<file path="src/rtl/mips_pkg.sv">
// rtl/mips_pkg.sv - shared types and constants for the MIPS fetch front end
package mips_pkg;

  typedef enum logic [1:0] {
    BOOT,
    FETCH,
    HOLD
  } pc_state_t;

  localparam logic [31:0] DEFAULT_RESET_PC = 32'h0000_0000;
  localparam logic [31:0] WORD_ALIGN_MASK  = ~32'h3;

endpackage

</file>
<file path="src/rtl/next_pc_sel.sv">
// rtl/next_pc_sel.sv - priority mux for the next pc (jump > branch > pending > pc_plus4)
module next_pc_sel
  import mips_pkg::*;
#(
  parameter int N = 32
) (
  input  logic         jump,
  input  logic [N-1:0] jump_target,
  input  logic         branch_taken,
  input  logic [N-1:0] branch_target,
  input  logic         pending,
  input  logic [N-1:0] pending_target,
  input  logic [N-1:0] pc_plus4,
  output logic [N-1:0] next_pc,
  output logic         redirect,
  output logic [N-1:0] redirect_target,
  output logic         redirect_misaligned
);

  localparam logic [N-1:0] ALIGN_MASK = N'(WORD_ALIGN_MASK);

  always_comb begin
    redirect            = jump | branch_taken;
    redirect_target     = '0;
    redirect_misaligned = 1'b0;
    if (jump) begin
      redirect_target     = jump_target & ALIGN_MASK;
      redirect_misaligned = |jump_target[1:0];
    end else if (branch_taken) begin
      redirect_target     = branch_target & ALIGN_MASK;
      redirect_misaligned = |branch_target[1:0];
    end

    // The pending target was masked when it was latched.
    if (redirect) begin
      next_pc = redirect_target;
    end else if (pending) begin
      next_pc = pending_target;
    end else begin
      next_pc = pc_plus4;
    end
  end

endmodule

</file>
<file path="src/rtl/pc_sequencer.sv">
// rtl/pc_sequencer.sv - pc register and fetch sequencer; optional PC_ALIGN_CHECK_EN adds misalign_err
module pc_sequencer
  import mips_pkg::*;
#(
  parameter int          N        = 32,
  parameter logic [N-1:0] RESET_PC = N'(DEFAULT_RESET_PC)
) (
  input  logic         clk,
  input  logic         rst,
  input  logic [N-1:0] pc_plus4,
  input  logic         branch_taken,
  input  logic [N-1:0] branch_target,
  input  logic         jump,
  input  logic [N-1:0] jump_target,
  input  logic         stall,
  output logic         imem_req_valid,
  input  logic         imem_req_ready,
  output logic [N-1:0] pc,
  output logic         redirect_pending
`ifdef PC_ALIGN_CHECK_EN
  ,
  output logic         misalign_err
`endif
);

  pc_state_t    state;
  logic [N-1:0] pending_target;
  logic [N-1:0] next_pc;
  logic         redirect;
  logic [N-1:0] redirect_target;
  logic         redirect_misaligned;
  logic         handshake;

  assign handshake = imem_req_valid & imem_req_ready;

  next_pc_sel #(.N(N)) u_next_pc_sel (
    .jump                (jump),
    .jump_target         (jump_target),
    .branch_taken        (branch_taken),
    .branch_target       (branch_target),
    .pending             (redirect_pending),
    .pending_target      (pending_target),
    .pc_plus4            (pc_plus4),
    .next_pc             (next_pc),
    .redirect            (redirect),
    .redirect_target     (redirect_target),
    .redirect_misaligned (redirect_misaligned)
  );

  always_ff @(posedge clk or posedge rst) begin
    if (rst) begin
      state            <= BOOT;
      pc               <= RESET_PC;
      imem_req_valid   <= 1'b0;
      redirect_pending <= 1'b0;
      pending_target   <= '0;
    end else begin
      case (state)
        BOOT: begin
          state          <= FETCH;
          imem_req_valid <= 1'b1;
        end
        FETCH: begin
          if (handshake) begin
            pc <= next_pc;
            if (stall) begin
              state          <= HOLD;
              imem_req_valid <= 1'b0;
            end
          end
        end
        HOLD: begin
          if (!stall) begin
            state          <= FETCH;
            imem_req_valid <= 1'b1;
          end
        end
        default: begin
          state          <= BOOT;
          imem_req_valid <= 1'b0;
        end
      endcase

      // A handshake always consumes whatever redirect was pending or arriving.
      if (handshake) begin
        redirect_pending <= 1'b0;
      end else if (redirect) begin
        redirect_pending <= 1'b1;
        pending_target   <= redirect_target;
      end
    end
  end

`ifdef PC_ALIGN_CHECK_EN
  always_ff @(posedge clk or posedge rst) begin
    if (rst) begin
      misalign_err <= 1'b0;
    end else if (redirect && redirect_misaligned) begin
      misalign_err <= 1'b1;
    end
  end
`endif

endmodule
</file>
<file path="config.mk">
export PLATFORM = sky130hd
export DESIGN_NAME = pc_sequencer
export DESIGN_NICKNAME = d
export VERILOG_FILES = /design/src/rtl/mips_pkg.sv /design/src/rtl/next_pc_sel.sv /design/src/rtl/pc_sequencer.sv
export SDC_FILE = /design/constraint.sdc
export NUM_CORES = 1
export LEC_CHECK = 0
export BUFFER_PORTS_ARGS = -buffer_cell sky130_fd_sc_hd__buf_2
export CAP_MARGIN = 10
export CORE_ASPECT_RATIO = 1.75
export CORE_UTILIZATION = 30
export CTS_CLUSTER_SIZE = 12
export DETAILED_ROUTE_END_ITERATION = 10
export GPL_TIMING_DRIVEN = 0
export PLACE_DENSITY_LB_ADDON = 0.3
export SYNTH_ARGS = -nofsm -noshare
export SYNTH_HDL_FRONTEND = slang
export SYNTH_SLANG_ARGS = --single-unit
</file>
<file path="constraint.sdc">
create_clock -name clk -period 5.6 [get_ports clk]
set_clock_uncertainty 0.15 [all_clocks]
set_input_delay 0.56 -clock clk [delete_from_list [all_inputs] [get_ports clk]]
set_output_delay 0.56 -clock clk [all_outputs]
set_load 0.005 [all_outputs]
</file>
# == Yosys cells after proc, flatten, opt, wreduce, memory -nomap -nowiden ==
# Cells that the tools add are included.
# word_totals
word_cells,32
register_bits,68
inputBits,102
# op_classes
bitwise,3
reduce_logical,5
n_mux,14
eq_ne,5
# op_table
cell,n
$mux 32,4
$mux 2,3
$ne 2x2->1 const B,3
$pmux 2 s3,1
$mux 1,5
$reduce_and 2->1,2
$pmux 1 s3,1
$reduce_and 3->1,1
$eq 2x1->1 const B,1
$eq 2x2->1 const B,1
$logic_not 2->1,1
$reduce_bool 2->1,1
$and 1x1->1,1
$not 1->1,1
$or 1x1->1,1

# == Logic depth before layout (Yosys ltp) ==
# Gate-level depths: netlist of the first run.
# logic_depth
ltp_word,3
ltp_mapped,6

# == Modules after synthesis ==
# A second synthesis of the first run with hierarchy kept.
# hier_totals
hier_cells,335
hier_area_um2,3928.8
# modules_own_cells
module,instances,area_each_um2,seq_area_each_um2,cells_each
pc_sequencer,1,2598.7,1701.6,153
next_pc_sel,1,1330.0,0.0,182

# == Least setup slack after synthesis of the first run ==
# No wires, ideal clock.
# synth_timing
path_type,in2reg
start,input port jump
end,register pc[18]
stages,4
n_path_buf,2
t_arrival_ns,1.304
setup_slack_ns,4.009
path_cell_list,buf_2 -> buf_1 -> a222oi_1 -> o21ai_0
# synth_via
elab_chain_len,2
word_cells_on_any_way,3
cone_classes,2 x mux; 1 x bitwise
# synth_rtl
element,line_no,source
"start, declared",pc_sequencer.sv:13,"input logic jump,"
$mux 32 or $or 1x1->1 (tied branches),"next_pc_sel.sv:26, next_pc_sel.sv:23",
$mux 32 (*),next_pc_sel.sv:35,if (redirect) begin
"end signal, assigned",pc_sequencer.sv:65,pc <= next_pc;
"end, declared",pc_sequencer.sv:18,"output logic [N-1:0] pc,"
# Mark *: on every way between the ends. The rest lies on a longest branch, timed or not.
# A chain may end at the register's enable or synchronous reset.

# == Worst setup path in the final report of the first run ==
# layout_timing
start,register redirect_pending
end,register pc[25]
# layout_via
elab_chain_len,2
# layout_rtl
element,line_no,source
"start, declared",pc_sequencer.sv:19,output logic redirect_pending
"start signal, assigned",pc_sequencer.sv:55,redirect_pending <= 1'b0;
"start signal, assigned",pc_sequencer.sv:86,redirect_pending <= 1'b0;
"start signal, assigned",pc_sequencer.sv:88,redirect_pending <= 1'b1;
$mux 32,next_pc_sel.sv:37,end else if (pending) begin
$mux 32,next_pc_sel.sv:35,
# No other way between the ends.

==> key figures, run 1 <==
Timing
  • Final hold vios: 0
  • Finish-stage setup viols: 0
  • Setup total negative slack: 0 ps
  • Max Slew Vio Count: 0
  • Fin crit share: around a third
  • RSZ-0062 raised after global routing: no
  • Slew @ Worst Pin: between 800 and 900 ps
  • Rel. slew slack: a little over two fifths
  • Fmax: 0.5646 GHz
  • Min Tclk post-route: approximately 1800 ps

Power
  • P_int: roughly 0.0011 W
  • Power share of the sequential group: 40.4%
  • Clock share of power: 32.6%
  • P per Cell Area: between 300 and 400 nW/um^2
  • Psw: between 0.0004 and 0.0005 W
  • VDD IR max: 178.9 uV
  • Switch share: about 29%
  • Lkg Pwr: ~2.2 nW
  • Logic pwr share: 27.0%

Global route
  • Vias in the first global route: 3,394
  • First-pass GRT wire length: approximately 17,000 um
  • Total track usage: roughly a fifth
  • Initial antenna violation count: 0
  • GRT overflow: 0
  • Largest net degree at the start of global routing: 66

Setup path
  • FF-to-FF setup slack: 3830 ps
  • Reg2reg start: redirect_pending$_DFFE_PP0P_
  • CP max FO: 10
  • CP max stage delay: approximately 470 ps
  • Critical-path cell list: buf_6, mux2_4, a222oi_1, o21ai_1
  • Slowest CP cell: dfrtp_1
  • WS Path Type: reg -> reg
  • Worst EP required: roughly 5600 ps
  • Critical Path End Type: flop
  • Critical Path End: pc[25]$_DFFE_PP0P_
  • Worst r2r path cells: 4
  • Reg2reg end: pc[25]$_DFFE_PP0P_
  • Worst Path Arrival: 1820 ps
  • Worst setup path startpoint: redirect_pending$_DFFE_PP0P_
  • CP startpoint kind: flop

Routing
  • WL/cell: roughly 19 um
  • DRT Wirelength: approximately 11,000 um
  • Drc violations: 0
  • DR vias/cell: between 5 and 6
  • Vias: 3,277
  • Post-route ant nets: 0
  • First DRT Iteration DRCs: around 270
  • DRT Pass-1 Iters: 7

Synthesis
  • Synth area leader: dfrtp_1
  • Sequential share of the synthesized area: between 40% and 50%
  • Ranking of synthesized cells by area: dfrtp_1, mux2_4, a222oi_1
  • Synthesis-stage register bit count: 65
  • Syn_area_per_cell: around 11 um^2
  • Yosys cell types: 27
  • Cells after synthesis: 321
  • Net count after synthesis: roughly 420
  • Cell Area, Synth: between 3000 and 4000 um^2
  • Synth top area share: 48.18%
  • Total of warnings raised by yosys: 0

Floorplanning
  • Die W: approximately 80 um
  • Row Count: 50
  • Die area: 11,700 um^2
  • Core Area: approximately 11,000 um^2
  • Die height: between 100 and 150 um
  • Top Ports: 136
  • Initial Utilization: 31.19%

Clocking
  • Hold-fix buffers, CTS: 0
  • Setup Buffers After CTS: 0
  • CTS max path bufs: 2
  • CTS tree: done
  • Sink Count: 65
  • CTS Root Cell: clkbuf_16
  • Worst-path clk slew: roughly 50 ps
  • CTS HTree Levels: 3
  • Worst-Skew Late Latency: roughly 330 ps
  • CTS Buf Count: 9
  • CTS resizes: 0

Placed design
  • GP Congestion: approximately 0.81
  • DP HPWL: roughly 8300 um
  • Placement Cell Area: 4197 um^2
  • Port Buf Inserts: ~130

Layout
  • Layout cells sized above 1: between 40% and 50%
  • Antenna Cells: 0
  • Post-route cell area: roughly 4500 um^2
  • Nets: roughly 570
  • Area delta synth->final: 32.13%

Min path
  • Hold Path Class: in -> async

Run status
  • Status: finished, final reports clean

Run
  • Max cap viols: 0
## how the worst min path moves through the flow
| stage | start | end | slack [ps] | cells past startpoint |
|---|---|---|---|---|
| global placement | pending_target[26]$_DFFE_PP0P_ | pending_target[26]$_DFFE_PP0P_ | 310 | 2 |
| global route | pc_plus4[1] | pc[1]$_DFFE_PP0P_ | 290 | 2 |
| detailed placement | pc[17]$_DFFE_PP0P_ | pc[17]$_DFFE_PP0P_ | 320 | 2 |
| floorplan | pending_target[17]$_DFFE_PP0P_ | pending_target[17]$_DFFE_PP0P_ | 290 | 2 |
| finish | rst | pc[13]$_DFFE_PP0P_ | 260 | 2 |
| CTS | rst | pc[19]$_DFFE_PP0P_ | 290 | 2 |
## cells by family (layout without fill, tap and decap cells)
kind of cell	Yosys count	in the layout	share of synthesized area (%)
AOI/OAI and AO/OA	127	127	25.95
and+or+nand+nor	67	67	8.043
DFF	65	65	48.18
buffers and inverters	32	177	4.818
muxes	30	30	13.01
## sequential cells by signal, summed over array words and instances (netlist names)
name / count
pending_target: 30
state: 2
pc: 32
redirect_pending: 1
## through the flow
stage / hold WS (ps) / power [W] / setup WS (ps) / util (%) / cells
after detailed placement: 316.4 / 0.001060 / 3587 / 38.77 / 582
after CTS: 286.6 / 0.001577 / 3819 / 41.21 / 596
after global routing: 294.9 / 0.001651 / 3704 / 41.21 / 596
final: 261.4 / 0.001560 / 3829 / 41.21 / 596
after floorplan: 294.4 / 0.0008768 / 3264 / - / 321
after global placement: 308.6 / 0.001047 / 2384 / 38.75 / 582
## synth_stat cells
master / instances
buf_4: 3
inv_1: 1
mux2_4: 27
a21oi_1: 2
buf_6: 3
and3b_1: 1
buf_1: 1
a22o_1: 2
nand2_1: 60
nand3b_1: 1
a221oi_1: 1
clkbuf_1: 17
a21boi_0: 1
a222oi_1: 29
mux2_2: 3
nor2b_1: 1
o21ai_0: 32
nand2b_1: 1
o2bb2ai_1: 1
dfrtp_1: 65
o21ai_1: 28
nor2b_2: 1
a22oi_1: 30
buf_2: 7
a21o_1: 1
nor2_1: 1
nor3_1: 1
## routing by layer
layer / part of all wire (%) / GRT usage (%)
met1: 39 / 22.54
met2: 54 / 35.58
met3: 5.1 / 4.295
met4: 2.5 / 10.53
met5: 0 / 0
## worst max-delay path, delay by kind of cell, from the launching register on
kind | cells | cell delay [ps]
muxes | 1 | 310
AOI/OAI and AO/OA | 2 | 460
buffers and inverters | 1 | 230
DFF | 1 | 470
## power groups by stage
stage,combinational (W),clock [W],sequential (W)
3_5_place_dp,0.000422,0,0.000638
5_1_grt,0.000465,0.000541,0.000645
4_1_cts,0.000423,0.000524,0.000630
3_3_place_gp,0.000413,0,0.000634
2_1_floorplan,0.000241,0,0.000636
6_report,0.000421,0.000509,0.000630
## layout make-up
| cell class | instances | area [um^2] |
|---|---|---|
| fill | 1128 | 6362 |
| sequential | 65 | 1627 |
| multi-input combinational | 224 | 1587 |
| timing repair buffer | 131 | 655.6 |
| clock buffer | 14 | 264.0 |
| tap | 130 | 162.7 |
| buffer | 31 | 158.9 |
| inverter | 1 | 6.256 |
## cells in the final DEF, fill, tap and decap left out, types with 2 or more instances in the layout
cell	synthesis	routed
a222oi_1	29	29
mux2_2	3	3
a22o_1	2	2
clkbuf_1	17	20
buf_4	3	3
a22oi_1	30	30
clkbuf_8	0	2
o21ai_0	32	32
o21ai_1	28	28
buf_2	7	138
buf_6	3	3
nand2_1	60	60
a21oi_1	2	2
clkbuf_16	0	9
mux2_4	27	27
dfrtp_1	65	65
Note: power is estimated with default switching activity, not from simulation.
==> inputs of run 2 (changes only) <==
==> constraint.sdc (replaced) <==
create_clock -name clk -period 1.5 [get_ports clk]
set_clock_uncertainty 0.15 [all_clocks]
set_input_delay 0.15 -clock clk [delete_from_list [all_inputs] [get_ports clk]]
set_output_delay 0.15 -clock clk [all_outputs]
set_load 0.005 [all_outputs]
==> run 2 against run 1 <==
Compared with the run above:
- hold slack worse by 260 ps
- critical path depth unchanged
- sequential cell count is the same
- largest power group unchanged
- the run now ends with negative setup slack left
- sequential share of layout area is 4.3 points lower
- combinational power increased to 4.1 times the previous value
- first-iteration DRC count is 10% lower
- routed wire length is 0.33% higher
- setup slack lost 4000 ps
- maximum frequency increased by 4.1%
- final cell count is 8.9% higher
==> key figures, run 2 (same netlist as run 1, synthesis figures left out) <==
Timing
  • Fmax: 0.5878 GHz
  • Rel. slew slack: between 60 and 70%
  • Hold Slack: 2.320 ps
  • Min Tclk post-route: around 1700 ps
  • Fin crit share: 113.4%
  • Setup WS post-layout: -201.4 ps
  • Finish-stage setup viols: 29
  • Final hold vios: 0
  • RSZ-0062 raised after global routing: yes
  • Slew @ Worst Pin: 552.9 ps
  • Max Slew Vio Count: 0

Setup path
  • WS Path Type: reg -> reg
  • Slowest CP cell: dfrtp_2
  • Reg2reg start: redirect_pending$_DFFE_PP0P_
  • CP max stage delay: about 450 ps
  • Critical-path cell list: buf_6, mux2_4, a222oi_1, o21ai_1
  • Worst r2r path cells: 4
  • CP startpoint kind: flop
  • Critical Path End Type: flop
  • Worst Path Arrival: ~1800 ps
  • FF-to-FF setup slack: -200 ps
  • CP max FO: 10
  • Reg2reg end: pc[29]$_DFFE_PP0P_
  • Worst EP required: 1560 ps

Clocking
  • CTS tree: done
  • CTS max path bufs: 2
  • Sink Count: 65
  • Worst-path clk slew: around 60 ps
  • CTS Root Cell: clkbuf_16
  • CTS HTree Levels: 3
  • CTS Buf Count: 9
  • Worst-Skew Late Latency: roughly 330 ps

Global route
  • Vias in the first global route: between 3,000 and 4,000
  • Initial antenna violation count: 0
  • First-pass GRT wire length: ~18,000 um
  • Total track usage: 20.70%
  • GRT overflow: 0
  • Largest net degree at the start of global routing: 34

Layout
  • Commonest non-fill, non-tap cell in the layout: buf_2
  • Commonest non-fill, non-tap cells in the layout: buf_2, dfrtp_1, nand2_1
  • Number of flip-flops under the largest register name: 32
  • Antenna Cells: 0
  • Fin cells: roughly 650
  • Area delta synth->final: 50.07%
  • Total of fill cells in the finished design: between 1,000 and 1,500
  • Layout cells sized above 1: around two fifths
  • Nets: 616
  • Regs by FF count: pc: 32 flops, pending_target: 30 flops, state: 2 flops
  • Largest register by flop count: pc
  • Final core utilization: 46.81%

Placed design
  • DP HPWL: roughly 8500 um
  • GP Congestion: between 0.8 and 0.9
  • Port Buf Inserts: around 130
  • Placed insts: between 500 and 600

Floorplanning
  • Die area: 11,700 um^2
  • Row Count: 50
  • Die height: about 140 um
  • Initial Utilization: 31.19%
  • Core Area: 10,820 um^2
  • Die W: 82.19 um
  • Top Ports: about 140

Min path
  • Hold Path End: pc[25]$_DFFE_PP0P_
  • Hold Path Depth: 3
  • Hold Path Class: in -> reg
  • Hold_sp: jump_target[25]

Power
  • VDD IR max: 745.4 uV
  • Psw: 0.001817 W
  • Lkg Pwr: 2.445 nW
  • Clock share of power: between 30% and 40%
  • Logic pwr share: about 28%
  • Power share of the sequential group: a little under two fifths
  • P per Cell Area: around 1200 nW/um^2
  • Switch share: ~30%
  • Total Power: between 0.006 and 0.007 W
  • P_int: ~0.0044 W

Routing
  • Vias: approximately 3,400
  • DR vias/cell: roughly 5.2
  • WL/cell: ~18 um
  • DRT Pass-1 Iters: 10
  • Post-route ant nets: 0
  • First DRT Iteration DRCs: between 200 and 250
  • DRT Wirelength: 11,400 um
  • Drc violations: 0

Run
  • Max cap viols: 0

Run status
  • Status: complete, but fails checks
  • Failing checks: negative setup slack
[run 2: cell types whose count changed in the layout (fill, tap and decap cells not counted), sizes merged]
cell         previous run  this run
clkinv                  0         2
bufinv                  0         1
clkinvlp                0         3
clkbuf                 31        25
dlygate4sd3             0        45
buf                   145       154
inv                     1         0
[run 2: worst max path at each step]
stage                                      start              endpoint  slack [ps]
floorplan           redirect_pending$_DFFE_PP0P_    pc[10]$_DFFE_PP0P_         -30
global placement            state[0]$_DFFE_PP0P_  state[1]$_DFFE_PP0P_        -180
detailed placement          state[0]$_DFFE_PP0P_  state[1]$_DFFE_PP0P_        -220
CTS                 redirect_pending$_DFFE_PP0P_    pc[29]$_DFFE_PP0P_        -200
global route        redirect_pending$_DFFE_PP0P_    pc[24]$_DFFE_PP0P_        -280
finish              redirect_pending$_DFFE_PP0P_    pc[29]$_DFFE_PP0P_        -200
[run 2: power by group through the flow]
stage / clock (W) / combinational, W / sequential, W
after floorplan: 0 / 0.000905 / 0.00237
final: 0.00212 / 0.00172 / 0.00235
after global placement: 0 / 0.00156 / 0.00236
after global routing: 0.00223 / 0.00191 / 0.00240
after detailed placement: 0 / 0.00160 / 0.00238
after CTS: 0.00214 / 0.00173 / 0.00235
[run 2: what timing repair did]
action / 4_1_cts / 5_1_grt
cloned: 0 / 0
gates resized for setup: 10 / 18
pin swaps: 0 / 7
setup buffers: 4 / 0
hold buffers: 45 / 0
endpoints found under the setup margin: 61 / 61
endpoints found under the hold margin: 87 / 0
[run 2: layout make-up]
class	count	area, um^2	area share (%)
plain buffers	31	191.4	3.779
well taps	130	162.7	3.211
flip-flops and latches	65	1628	32.13
clock buffers	11	242.7	4.791
clock inverters	5	55.05	1.087
repair buffers	182	1184	23.36
multi-input cells	224	1595	31.49
inverters	1	7.507	0.1482
[run 2: metrics by stage]
step / setup TNS [ps] / instance area [um^2] / worst slack (ps)
2_1_floorplan: -564.4 / 3387 / -28.35
3_3_place_gp: -7249 / 4205 / -182.9
3_5_place_dp: -6365 / 4253 / -218.9
4_1_cts: -4131 / 5046 / -197.5
5_1_grt: -6083 / 5066 / -276.3
6_report: -3896 / 5066 / -201.4
[run 2: routing by layer]
metal / global-route usage (%) / wire length (um)
met4: 9.326 / 297
met5: 0 / 0
met2: 36.84 / 6129
met1: 22.47 / 4389
met3: 4.808 / 583
[run 2: critical path, delay by kind of cell, from the launching register on]
kind                   cells  cell delay [ps]
AOI/OAI and AO/OA          2              450
buffers and inverters      1              200
DFF                        1              450
muxes                      1              320
==> inputs of run 3 (changes only) <==
--- a/config.mk
+++ b/config.mk
@@ -7,6 +7,8 @@
 export LEC_CHECK = 0
 export BUFFER_PORTS_ARGS = -buffer_cell sky130_fd_sc_hd__buf_2
 export CAP_MARGIN = 10
+export CELL_PAD_IN_SITES_DETAIL_PLACEMENT = 1
+export CELL_PAD_IN_SITES_GLOBAL_PLACEMENT = 1
 export CORE_ASPECT_RATIO = 1.75
 export CORE_UTILIZATION = 30
 export CTS_CLUSTER_SIZE = 12
@@ -15,4 +17,5 @@
 export PLACE_DENSITY_LB_ADDON = 0.3
 export SYNTH_ARGS = -nofsm -noshare
 export SYNTH_HDL_FRONTEND = slang
+export SYNTH_HIERARCHICAL = 1
 export SYNTH_SLANG_ARGS = --single-unit
==> run 3 against run 2 <==
Compared with the run above:
- the flow still finishes with violations (negative setup slack)
- final area increased by 9.6%
- hold slack improved by 34 ps
- sequential share of layout area down 1.5 points
- die area grew 16%
- global-route usage down 0.32 points
- sequential power grew 26%
- setup slack improved by 81 ps
- sequential cell count up 3
- maximum frequency rose by 5.0%
- via count down 2.0%
- critical endpoint is now pc[30]$_DFFE_PP0P_
==> key figures, run 3 <==
Min path
  • Hold Path Class: in -> reg
  • Hold_sp: jump_target[22]
  • Hold Path Depth: 4
  • Hold Path End: pc[22]$_DFFE_PP0P_

Routing
  • DRT Pass-1 Iters: 4
  • Post-route ant nets: 0
  • DR vias/cell: 4.979
  • Drc violations: 0
  • DRT Wirelength: 12,860 um
  • Vias: around 3,300
  • WL/cell: roughly 19 um
  • First DRT Iteration DRCs: around 120

Setup path
  • CP max FO: 9
  • Worst Path Arrival: roughly 1700 ps
  • CP startpoint kind: flop
  • FF-to-FF setup slack: -120 ps
  • Worst EP required: 1560 ps
  • Reg2reg start: redirect_pending$_DFFE_PP0P_
  • Reg2reg end: pc[30]$_DFFE_PP0P_
  • WS Path Type: reg -> reg
  • Critical Path End Type: flop
  • Worst r2r path cells: 5

Floorplanning
  • Die W: just under 90 um
  • Row Count: 54
  • Top Ports: 136
  • Die area: 13,520 um^2
  • Core Area: between 10,000 and 15,000 um^2
  • Die height: around 150 um
  • Initial Utilization: 31.14%

Layout
  • Area delta synth->final: 41.91%
  • Area of the multi-input gates: about 2200 um^2
  • Regs by FF count: pc: 32 flops, pending_target: 32 flops, state: 2 flops
  • Commonest non-fill, non-tap cells in the layout: buf_2, dfrtp_1, nand2_1
  • Layout cells sized above 1: about three fifths
  • Reg area: between 1500 and 2000 um^2
  • Total of fill cells in the finished design: roughly 1,400
  • Nets: 592
  • Commonest non-fill, non-tap cell in the layout: buf_2

Global route
  • Vias in the first global route: 3,939
  • Largest net degree at the start of global routing: 33
  • Initial antenna violation count: 1
  • First-pass GRT wire length: slightly above 20,000 um
  • Total track usage: 20.39%
  • GRT overflow: 0
  • Met3 Use GR: just under 4%
  • Met2 usage in global routing: 37.84%
  • Met1 Use GR: roughly a fifth
  • Gr busiest metal: met2

Synthesis
  • Cell Area, Synth: 3914 um^2
  • Cells after synthesis: ~330
  • Total of warnings raised by yosys: 6
  • Syn_area_per_cell: ~12 um^2

Timing
  • Slew @ Worst Pin: between 500 and 600 ps
  • Setup total negative slack: -4037 ps
  • Final hold vios: 0
  • Max Slew Vio Count: 0
  • Fmax: between 0.6 and 0.7 GHz
  • Rel. slew slack: 61.90%
  • Min Tclk post-route: between 1500 and 2000 ps
  • Setup WS post-layout: -120.8 ps
  • RSZ-0062 raised after global routing: yes
  • Fin crit share: 108.1%
  • Finish-stage setup viols: 63

Placed design
  • GP Congestion: 0.7490
  • DP HPWL: ~9000 um
  • Port Buf Inserts: between 100 and 150

Clocking
  • CTS tree: done
  • Sink Count: a little under 70
  • Worst-path clk slew: roughly 60 ps
  • CTS Buf Count: 9
  • CTS HTree Levels: 3
  • CTS max path bufs: 2
  • Worst-Skew Late Latency: between 300 and 400 ps
  • CTS Root Cell: clkbuf_16

Power
  • Total Power: between 0.008 and 0.009 W
  • Lkg Pwr: between 2 and 3 nW
  • VDD IR max: about 770 uV
  • P per Cell Area: approximately 1500 nW/um^2

Run status
  • Failing checks: negative setup slack
  • Status: complete, but fails checks

Run
  • Max cap viols: 0
==> run 3: worst max path at each step <==
stage / from / end / slack [ps] / cells past startpoint
3_3_place_gp: branch_taken / pending_target[23]$_DFFE_PP0P_ / -400 / 7
6_report: redirect_pending$_DFFE_PP0P_ / pc[30]$_DFFE_PP0P_ / -120 / 5
4_1_cts: imem_req_valid$_DFFE_PP0P_ / pending_target[10]$_DFFE_PP0P_ / -100 / 5
3_5_place_dp: branch_taken / pending_target[6]$_DFFE_PP0P_ / -410 / 7
2_1_floorplan: redirect_pending$_DFFE_PP0P_ / pc[10]$_DFFE_PP0P_ / -10 / 5
5_1_grt: redirect_pending$_DFFE_PP0P_ / pc[8]$_DFFE_PP0P_ / -160 / 5
==> run 3: timing repair <==
action	4_1_cts	5_1_grt
setup endpoints to repair	62	64
resized for setup	40	17
setup buffers	7	2
pin swaps	2	2
gates cloned	1	1
hold buffers	3	0
endpoints found under the hold margin	42	0
==> run 3: where the power goes <==
group	leakage [nW]	internal, W	switching [W]
registers	0.837	0.00252	0.000430
logic	1.66	0.00211	0.00144
clock network	0.144	0.00125	0.000809
==> run 3: metal layers <==
layer  up-vias  part of all wire [%]
met5         -                     0
met4         0                   2.5
met3        21                   3.5
met2        77                    57
met1      1675                    37
li1       1533                     -
==> run 3: final cells by class <==
type / instances / share of cell area (%)
clock inverters: 4 / 0.4055
repair buffers: 147 / 15.45
diodes: 1 / 0.04506
plain buffers: 29 / 5.339
multi-input cells: 234 / 39.40
clock buffers: 12 / 4.798
inverters: 1 / 0.1352
flip-flops and latches: 68 / 30.64
well taps: 168 / 3.785
==> run 3: through the flow <==
stage	cell area, um^2	cells	util, %	worst slack, ps	hold slack [ps]
after floorplan	3949	333	-	-13.78	84.73
after global placement	4815	632	38.31	-400.7	260.2
after detailed placement	4855	634	38.63	-414.3	-37.52
after CTS	5416	661	43.10	-102.5	27.95
after global routing	5554	664	44.20	-163.7	52.82
final	5554	664	44.20	-120.8	36.00
==> run 3: worst max-delay path, cell delays in order, from the launching register on <==
cell      delay (ps)
dfrtp_1          360
buf_6            160
buf_12           170
mux2i_2          260
o221ai_2         130
mux2_2           260
